[src/rtl/matrix_packer.sv]
// matrix_packer
//   Packs the valid-qualified dibit stream from matrix_loader into matrix
//   elements and writes them row-major into a ROWS x COLS buffer.
//   Dibits fill a byte LSB-first; bytes fill an element MSB-first.
//   complete pulses with the write of the final element; error pulses when
//   a frame ends before the matrix is full.
// Ports
//   clk, rst          clock, asynchronous active-high reset
//   axiiv, axiid      dibit valid / dibit data
//   wr_en             one-cycle buffer write strobe per element
//   wr_addr, wr_data  element address (row*COLS+col) and assembled element
//   row, col          position of the next element to be written
//   busy              high while loading or draining a frame
//   complete, error   one-cycle frame status pulses
module matrix_packer #(
    parameter int ROWS       = 4,
    parameter int COLS       = 4,
    parameter int ELEM_BYTES = 1,
    localparam int DW        = 8 * ELEM_BYTES,
    localparam int AW        = (ROWS * COLS > 1) ? $clog2(ROWS * COLS) : 1,
    localparam int RW        = (ROWS > 1) ? $clog2(ROWS) : 1,
    localparam int CW        = (COLS > 1) ? $clog2(COLS) : 1
) (
    input  logic          clk,
    input  logic          rst,
    input  logic          axiiv,
    input  logic [1:0]    axiid,
    output logic          wr_en,
    output logic [AW-1:0] wr_addr,
    output logic [DW-1:0] wr_data,
    output logic [RW-1:0] row,
    output logic [CW-1:0] col,
    output logic          busy,
    output logic          complete,
    output logic          error
);

    localparam int DIBITS = 4 * ELEM_BYTES;
    localparam int DCW    = $clog2(DIBITS);

    localparam logic [DCW-1:0] LAST_DIBIT = DCW'(DIBITS - 1);
    localparam logic [AW-1:0]  LAST_ADDR  = AW'(ROWS * COLS - 1);
    localparam logic [CW-1:0]  LAST_COL   = CW'(COLS - 1);

    typedef enum logic [1:0] {
        IDLE,
        LOAD,
        DRAIN
    } state_t;

    state_t         state_q;
    state_t         state_next;
    logic           consume;
    logic           take_error;
    logic           element_done;
    logic           last_elem;
    logic [DCW-1:0] dibit_cnt_q;
    logic [AW-1:0]  addr_q;
    logic [DW-1:0]  elem_q;
    logic [DW-1:0]  elem_next;

    assign busy         = (state_q != IDLE);
    assign element_done = consume && (dibit_cnt_q == LAST_DIBIT);
    assign last_elem    = (addr_q == LAST_ADDR);

    // State register.
    always_ff @(posedge clk or posedge rst) begin
        if (rst) begin
            state_q <= IDLE;
        end else begin
            state_q <= state_next;
        end
    end

    // Next-state logic. In LOAD, a high 'complete' marks the write cycle of
    // the final element: the frame is already satisfied, so a drop of axiiv
    // here is a clean end rather than a truncation, and any further dibit is
    // surplus for DRAIN to swallow.
    always_comb begin
        state_next = state_q;
        consume    = 1'b0;
        take_error = 1'b0;
        case (state_q)
            IDLE: begin
                if (axiiv) begin
                    consume    = 1'b1;
                    state_next = LOAD;
                end
            end
            LOAD: begin
                if (complete) begin
                    state_next = axiiv ? DRAIN : IDLE;
                end else if (axiiv) begin
                    consume = 1'b1;
                end else begin
                    take_error = 1'b1;
                    state_next = IDLE;
                end
            end
            DRAIN: begin
                if (!axiiv) begin
                    state_next = IDLE;
                end
            end
            default: state_next = IDLE;
        endcase
    end

    // Drop the incoming dibit straight into its final bit position so the
    // element is complete on the same edge its last dibit is sampled.
    always_comb begin
        elem_next = elem_q;
        for (int i = 0; i < DIBITS; i++) begin
            if (dibit_cnt_q == DCW'(i)) begin
                elem_next[8 * (ELEM_BYTES - 1 - i / 4) + 2 * (i % 4) +: 2] = axiid;
            end
        end
    end

    // Datapath and registered outputs. Position counters are cleared in IDLE
    // and on truncation; the consume branch comes afterwards so the first
    // dibit of a frame taken in IDLE still advances the dibit counter.
    always_ff @(posedge clk or posedge rst) begin
        if (rst) begin
            wr_en       <= 1'b0;
            wr_addr     <= '0;
            wr_data     <= '0;
            row         <= '0;
            col         <= '0;
            complete    <= 1'b0;
            error       <= 1'b0;
            dibit_cnt_q <= '0;
            addr_q      <= '0;
            elem_q      <= '0;
        end else begin
            wr_en    <= element_done;
            complete <= element_done && last_elem;
            error    <= take_error;

            if (state_q == IDLE || take_error) begin
                dibit_cnt_q <= '0;
                addr_q      <= '0;
                row         <= '0;
                col         <= '0;
            end

            if (consume) begin
                elem_q      <= elem_next;
                dibit_cnt_q <= element_done ? '0 : dibit_cnt_q + DCW'(1);
            end

            if (element_done) begin
                wr_addr <= addr_q;
                wr_data <= elem_next;
                if (last_elem) begin
                    addr_q <= '0;
                    row    <= '0;
                    col    <= '0;
                end else begin
                    addr_q <= addr_q + AW'(1);
                    if (col == LAST_COL) begin
                        col <= '0;
                        row <= row + RW'(1);
                    end else begin
                        col <= col + CW'(1);
                    end
                end
            end
        end
    end

endmodule
[config.mk]
export PLATFORM = sky130hd
export DESIGN_NAME = matrix_packer
export DESIGN_NICKNAME = d
export VERILOG_FILES = /design/src/rtl/matrix_packer.sv
export SDC_FILE = /design/constraint.sdc
export NUM_CORES = 1
export LEC_CHECK = 0
export ABC_AREA = 1
export CORE_AREA = 2 2 59 74
export CTS_CLUSTER_DIAMETER = 200
export DETAILED_ROUTE_END_ITERATION = 10
export DIE_AREA = 0 0 61 76
export HOLD_SLACK_MARGIN = 0.12
export SKIP_CTS_REPAIR_TIMING = 1
export SYNTH_ARGS = -nofsm -noshare
export SYNTH_HDL_FRONTEND = slang
export SYNTH_SLANG_ARGS = --single-unit
[constraint.sdc]
create_clock -name clk -period 1.4 [get_ports clk]
set_input_delay 0.28 -clock clk [delete_from_list [all_inputs] [get_ports clk]]
set_output_delay 0.28 -clock clk [all_outputs]
set_load 0.02 [all_outputs]
==> run summary, run 1 <==
outcome -> finished clean
Crit. End Element -> register
synth top area cells -> dfrtp_1 53%, nand2_1 14%, ha_1 4.8%, nand3_1 4.8%, inv_1 4.1%
Reg area -> 826 um2
number of synthesized register bits -> 33
PD cells -> 1310 mW/mm2
final worst slack -> 0.0565 ns
gpl congestion -> 0.774
fin crit share -> 0.960
Port Buffers -> 24
CP required -> 1.57 ns
number of max-cap violations -> 0
Layout Skew -> 0.00786 ns
worst hold path class -> primary input to asynchronous set/reset pin
routed via count -> 1225
DRC violations left -> 0
share of the synthesized area in the top cell type -> 0.530
1st-iter DRT viols -> 56
Final Hold Viols -> 0
Antenna diodes -> 0
vias per inst -> 4.50
Max Root-Sink Buffers -> 2
Fmax -> 0.744 GHz
synthesized net count -> 185
DIE WIDTH -> 61 um
crit path DAT -> 1.52 ns
routed wire length -> 3.12 mm
# fillers -> 382
hold slack -> 0.334 ns
yosys warns -> 0
clock root buffer -> clkbuf_8
DP HPWL -> 2.30 mm
Global Route Usage Sum -> 0.152
Post-synth EDFFs -> 0
Rows -> 26
largest fanout on the critical path -> 9
R2R depth -> 7
Synth top cells by count -> 59 x nand2_1, 33 x dfrtp_1, 17 x inv_1, 15 x nand3_1, 12 x o21ai_0
kind of critical path -> register to register
pre-CTS setup slack -> -0.155 ns
initial antenna violation count -> 0
Mapped Area -> 0.00156 mm2
ANT nets after route -> 0
TritonCTS Buffers -> 5
clk_lat worst skew -> 0.28 ns
ys flop type -> dfrtp_1
wire per inst -> 11.5 um
endpoints failing setup -> 0
Peak VDD IR -> 768 uV
post-synthesis sequential area ratio -> 0.530
asr flop ratio synth -> 1.00
final net count -> 226
Final Cell Area -> 0.00212 mm2
Synth cell types -> 21
Synth area leader -> dfrtp_1
Starting Density -> 0.389
global-route wire length before repair -> 5.29 mm
Startpoint Class -> register
clk sink count -> 33
largest net degree at the start of global routing -> 34
crit path time final -> 1.34 ns
PnR Total Power -> 2790 uW
grt total ovfl -> 0
Leak -> 0.00135 uW
Reg clk slew, reported paths -> 0.07 ns
Syn Inst Count -> 174
CTS tree -> done
top-count cell post-synth -> nand2_1
worst slew pin tran -> 0.239 ns
Syn Area/Cell -> 8.95 um2
Die Footprint -> 0.00464 mm2
dpl cell area -> 0.00192 mm2
DIE HEIGHT -> 76 um
H-tree depth -> 2
fin. max-slew vios -> 0
Multi-input gate area -> 618 um2
vias in the first global route -> 1221
boundary pin count -> 25
layout cells sized above 1 -> 0.167
area added between synthesis and finish -> 36.2%
drt pass-1 iters -> 4
setup TNS -> 0 ns
core area -> 0.00400 mm2
Slew HR -> 0.839
RSZ-0062 raised after global routing -> false
==> registers in the layout (all words and copies together), names as in the netlist <==
signal / count
wr_data: 8
elem_q: 6
addr_q: 4
wr_addr: 4
col: 2
dibit_cnt_q: 2
row: 2
state_q: 2
complete: 1
error: 1
wr_en: 1
==> worst paths after layout <==
| path | start | endpoint | slack, ns |
|---|---|---|---|
| setup / recovery | state_q[1]$_DFFE_PP0P_ | wr_data[6]$_DFFE_PP0P_ | 0.06 |
| hold / removal | rst | wr_addr[2]$_DFFE_PP0P_ | 0.33 |
| setup reg to reg | state_q[1]$_DFFE_PP0P_ | wr_data[6]$_DFFE_PP0P_ | 0.06 |
| hold reg to reg | wr_data[1]$_DFFE_PP0P_ | wr_data[1]$_DFFE_PP0P_ | 0.47 |
| max in group asynchronous | rst | row[0]$_DFF_PP0_ | 0.87 |
| min in group clk | wr_data[1]$_DFFE_PP0P_ | wr_data[1]$_DFFE_PP0P_ | 0.47 |
==> layout by cell type, fill, tap and decap left out, types with 4 or more instances in the layout <==
cell type         n
ha_1              4
nand2_1          59
nor2_1            7
dlymetal6s2s_1   20
clkbuf_8          6
nand3_1          14
o21ai_0          11
o21ai_1           4
buf_4            14
clkdlybuf4s50_1   4
inv_1            17
dfrtp_1          33
==> metrics by stage <==
stage                     utilization  instances
after global placement          0.479        261
after global routing            0.530        272
after detailed placement        0.479        261
after floorplan                     -        174
after CTS                       0.508        269
final                           0.530        272
==> worst max-delay path, stage by stage (launching register included) <==
cell	delay, ns
dfrtp_1	0.39
buf_4	0.15
a21oi_4	0.16
nand2_4	0.09
nor2_8	0.12
buf_4	0.18
nand2_2	0.05
o21a_1	0.09
==> routing by layer <==
metal	global-route usage	wire length [um]	vias up
li1	-	-	631
met1	0.176	1340	570
met2	0.256	1640	18
met3	0.0458	95	6
met4	0.0587	55	0
met5	0	0	-
==> area by class of cell <==
class / count / share of cell area
sequential: 33 / 0.389
multi-input combinational: 117 / 0.291
timing repair buffer: 39 / 0.196
clock buffer: 7 / 0.0407
inverter: 19 / 0.0360
tap: 56 / 0.0330
clock inverter: 1 / 0.0142
==> logic make-up after synthesis <==
logic type / share of synthesized area
adder cells (fa/ha/maj): 0.0482
XOR/XNOR: 0.0112
AND/OR/NAND/NOR: 0.251
flip-flops: 0.530
AO/OA/AOI/OAI: 0.0795
buffers and inverters: 0.0795
==> power breakdown <==
group / switching [uW] / internal [uW] / leakage (uW)
registers: 77.9 / 1110 / 0.000434
clock network: 333 / 580 / 0.0000585
logic: 380 / 302 / 0.000860
total: 791 / 1990 / 0.00135
(Power assumes the default switching activity.)
==> run 2, diff against run 1 <==
REMOVE_ABC_BUFFERS = 1   (was unset)
==> run 2 against run 1 <==
Against the previous run: largest power group unchanged; setup slack better by 0.013 ns; core utilization is 0.91 points lower; clock skew is 0.0019 ns lower; global-route usage is 0.77 points higher; via count is 0.41% higher; routed wire length is 0.51% lower; clock-buffer cell count stayed put; non-clock buffer count is 3 lower.
==> run summary, run 2 (same netlist as run 1, synthesis figures left out) <==
Rows -> 26
crit path DAT -> 1.50 ns
clock share of power -> 0.278
Comb pwr share -> 0.263
Largest Register -> wr_data
Peak VDD IR -> 694 uV
dpl cell area -> 0.00192 mm2
worst hold path class -> primary input to asynchronous set/reset pin
core area -> 0.00400 mm2
fin. max-slew vios -> 0
DP HPWL -> 2.15 mm
global-route wire length before repair -> 5.60 mm
vias in the first global route -> 1187
DIE WIDTH -> 61 um
Final Cell Area -> 0.00209 mm2
CTS tree -> done
setup TNS -> 0 ns
vias per inst -> 4.59
H-tree depth -> 2
Multi-input gate area -> 618 um2
clk_lat worst skew -> 0.28 ns
PD cells -> 1230 mW/mm2
gpl congestion -> 0.729
wire per inst -> 11.6 um
Crit. End Element -> register
DRC violations left -> 0
initial antenna violation count -> 0
Startpoint Class -> register
Layout Skew -> 0.00595 ns
CP required -> 1.57 ns
fin crit share -> 0.951
area added between synthesis and finish -> 33.9%
Reg area -> 826 um2
layout cells sized above 1 -> 0.151
Global Route Usage Sum -> 0.160
crit path time final -> 1.33 ns
worst slew pin tran -> 0.293 ns
Largest register FFs -> 8
Die Footprint -> 0.00464 mm2
clock root buffer -> clkbuf_8
clk sink count -> 33
largest net degree at the start of global routing -> 34
1st-iter DRT viols -> 48
RSZ-0062 raised after global routing -> true
routed wire length -> 3.11 mm
switching power share of the total -> 0.300
Fmax -> 0.751 GHz
Leak -> 0.00134 uW
PnR Total Power -> 2570 uW
final net count -> 223
Slew HR -> 0.803
TritonCTS Buffers -> 5
largest registers -> wr_data x8, elem_q x6
number of max-cap violations -> 0
kind of critical path -> register to register
boundary pin count -> 25
Final Hold Viols -> 0
most frequent cells in the layout -> 58 x nand2_1, 33 x dfrtp_1, 21 x dlymetal6s2s_1
largest fanout on the critical path -> 19
drt pass-1 iters -> 4
fin util -> 0.521
Starting Density -> 0.389
Port Buffers -> 24
ANT nets after route -> 0
DIE HEIGHT -> 76 um
grt total ovfl -> 0
most common library cell in the layout ignoring fill and taps -> nand2_1
endpoints failing setup -> 0
outcome -> finished clean
Sequential Power Share -> 0.459
routed via count -> 1230
Max Root-Sink Buffers -> 2
Antenna diodes -> 0
# fillers -> 386
Net Switching -> 771 uW
Reg clk slew, reported paths -> 0.07 ns
internal power -> 1800 uW
[run 2: worst paths after layout]
check	endpoint	cells after the start	slack (ns)	start
worst max-delay path	wr_data[7]$_DFFE_PP0P_	7	0.07	state_q[0]$_DFFE_PP0P_
worst min-delay path	wr_en$_DFF_PP0_	3	0.34	rst
worst max register to register	wr_data[7]$_DFFE_PP0P_	7	0.07	state_q[0]$_DFFE_PP0P_
worst min register to register	wr_data[0]$_DFFE_PP0P_	2	0.47	wr_data[0]$_DFFE_PP0P_
max in group asynchronous	elem_q[0]$_DFFE_PP0P_	3	0.88	rst
min in group clk	error$_DFF_PP0_	2	0.35	axiiv
[run 2: power by group through the flow]
stage,registers (uW),logic [uW],clock network (uW)
after floorplan,1340,233,0
after global placement,1200,692,0
after detailed placement,1210,703,0
after CTS,1190,706,743
after global routing,1200,750,782
final,1180,676,714
[run 2: metrics by stage]
stage | setup WS, ns | instances | hold WS, ns
2_1_floorplan | -0.0248 | 169 | 0.353
3_3_place_gp | -0.0978 | 260 | 0.456
3_5_place_dp | -0.153 | 260 | 0.458
4_1_cts | -0.259 | 267 | 0.348
5_1_grt | -0.0104 | 268 | 0.372
6_report | 0.0692 | 268 | 0.343
[run 2: worst max-delay path, cell delays in order, from the launching register on]
cell	delay [ns]
dfrtp_1	0.39
buf_6	0.12
a21oi_4	0.19
nand2_4	0.09
nor2_8	0.12
buf_12	0.16
nand2_2	0.05
o21a_1	0.09
[run 2: layout make-up]
| type | count | share of cell area |
|---|---|---|
| sequential | 33 | 0.396 |
| multi-input combinational | 117 | 0.296 |
| timing repair buffer | 36 | 0.197 |
| clock buffer | 7 | 0.0414 |
| inverter | 19 | 0.0354 |
| tap | 56 | 0.0336 |
[run 2: per-layer routing]
metal,GRT usage,vias to the layer above,share of wire
met2,0.243,15,0.51
li1,-,622,-
met1,0.211,587,0.44
met4,0.0587,0,0.017
met3,0.0509,6,0.035
met5,0,-,0
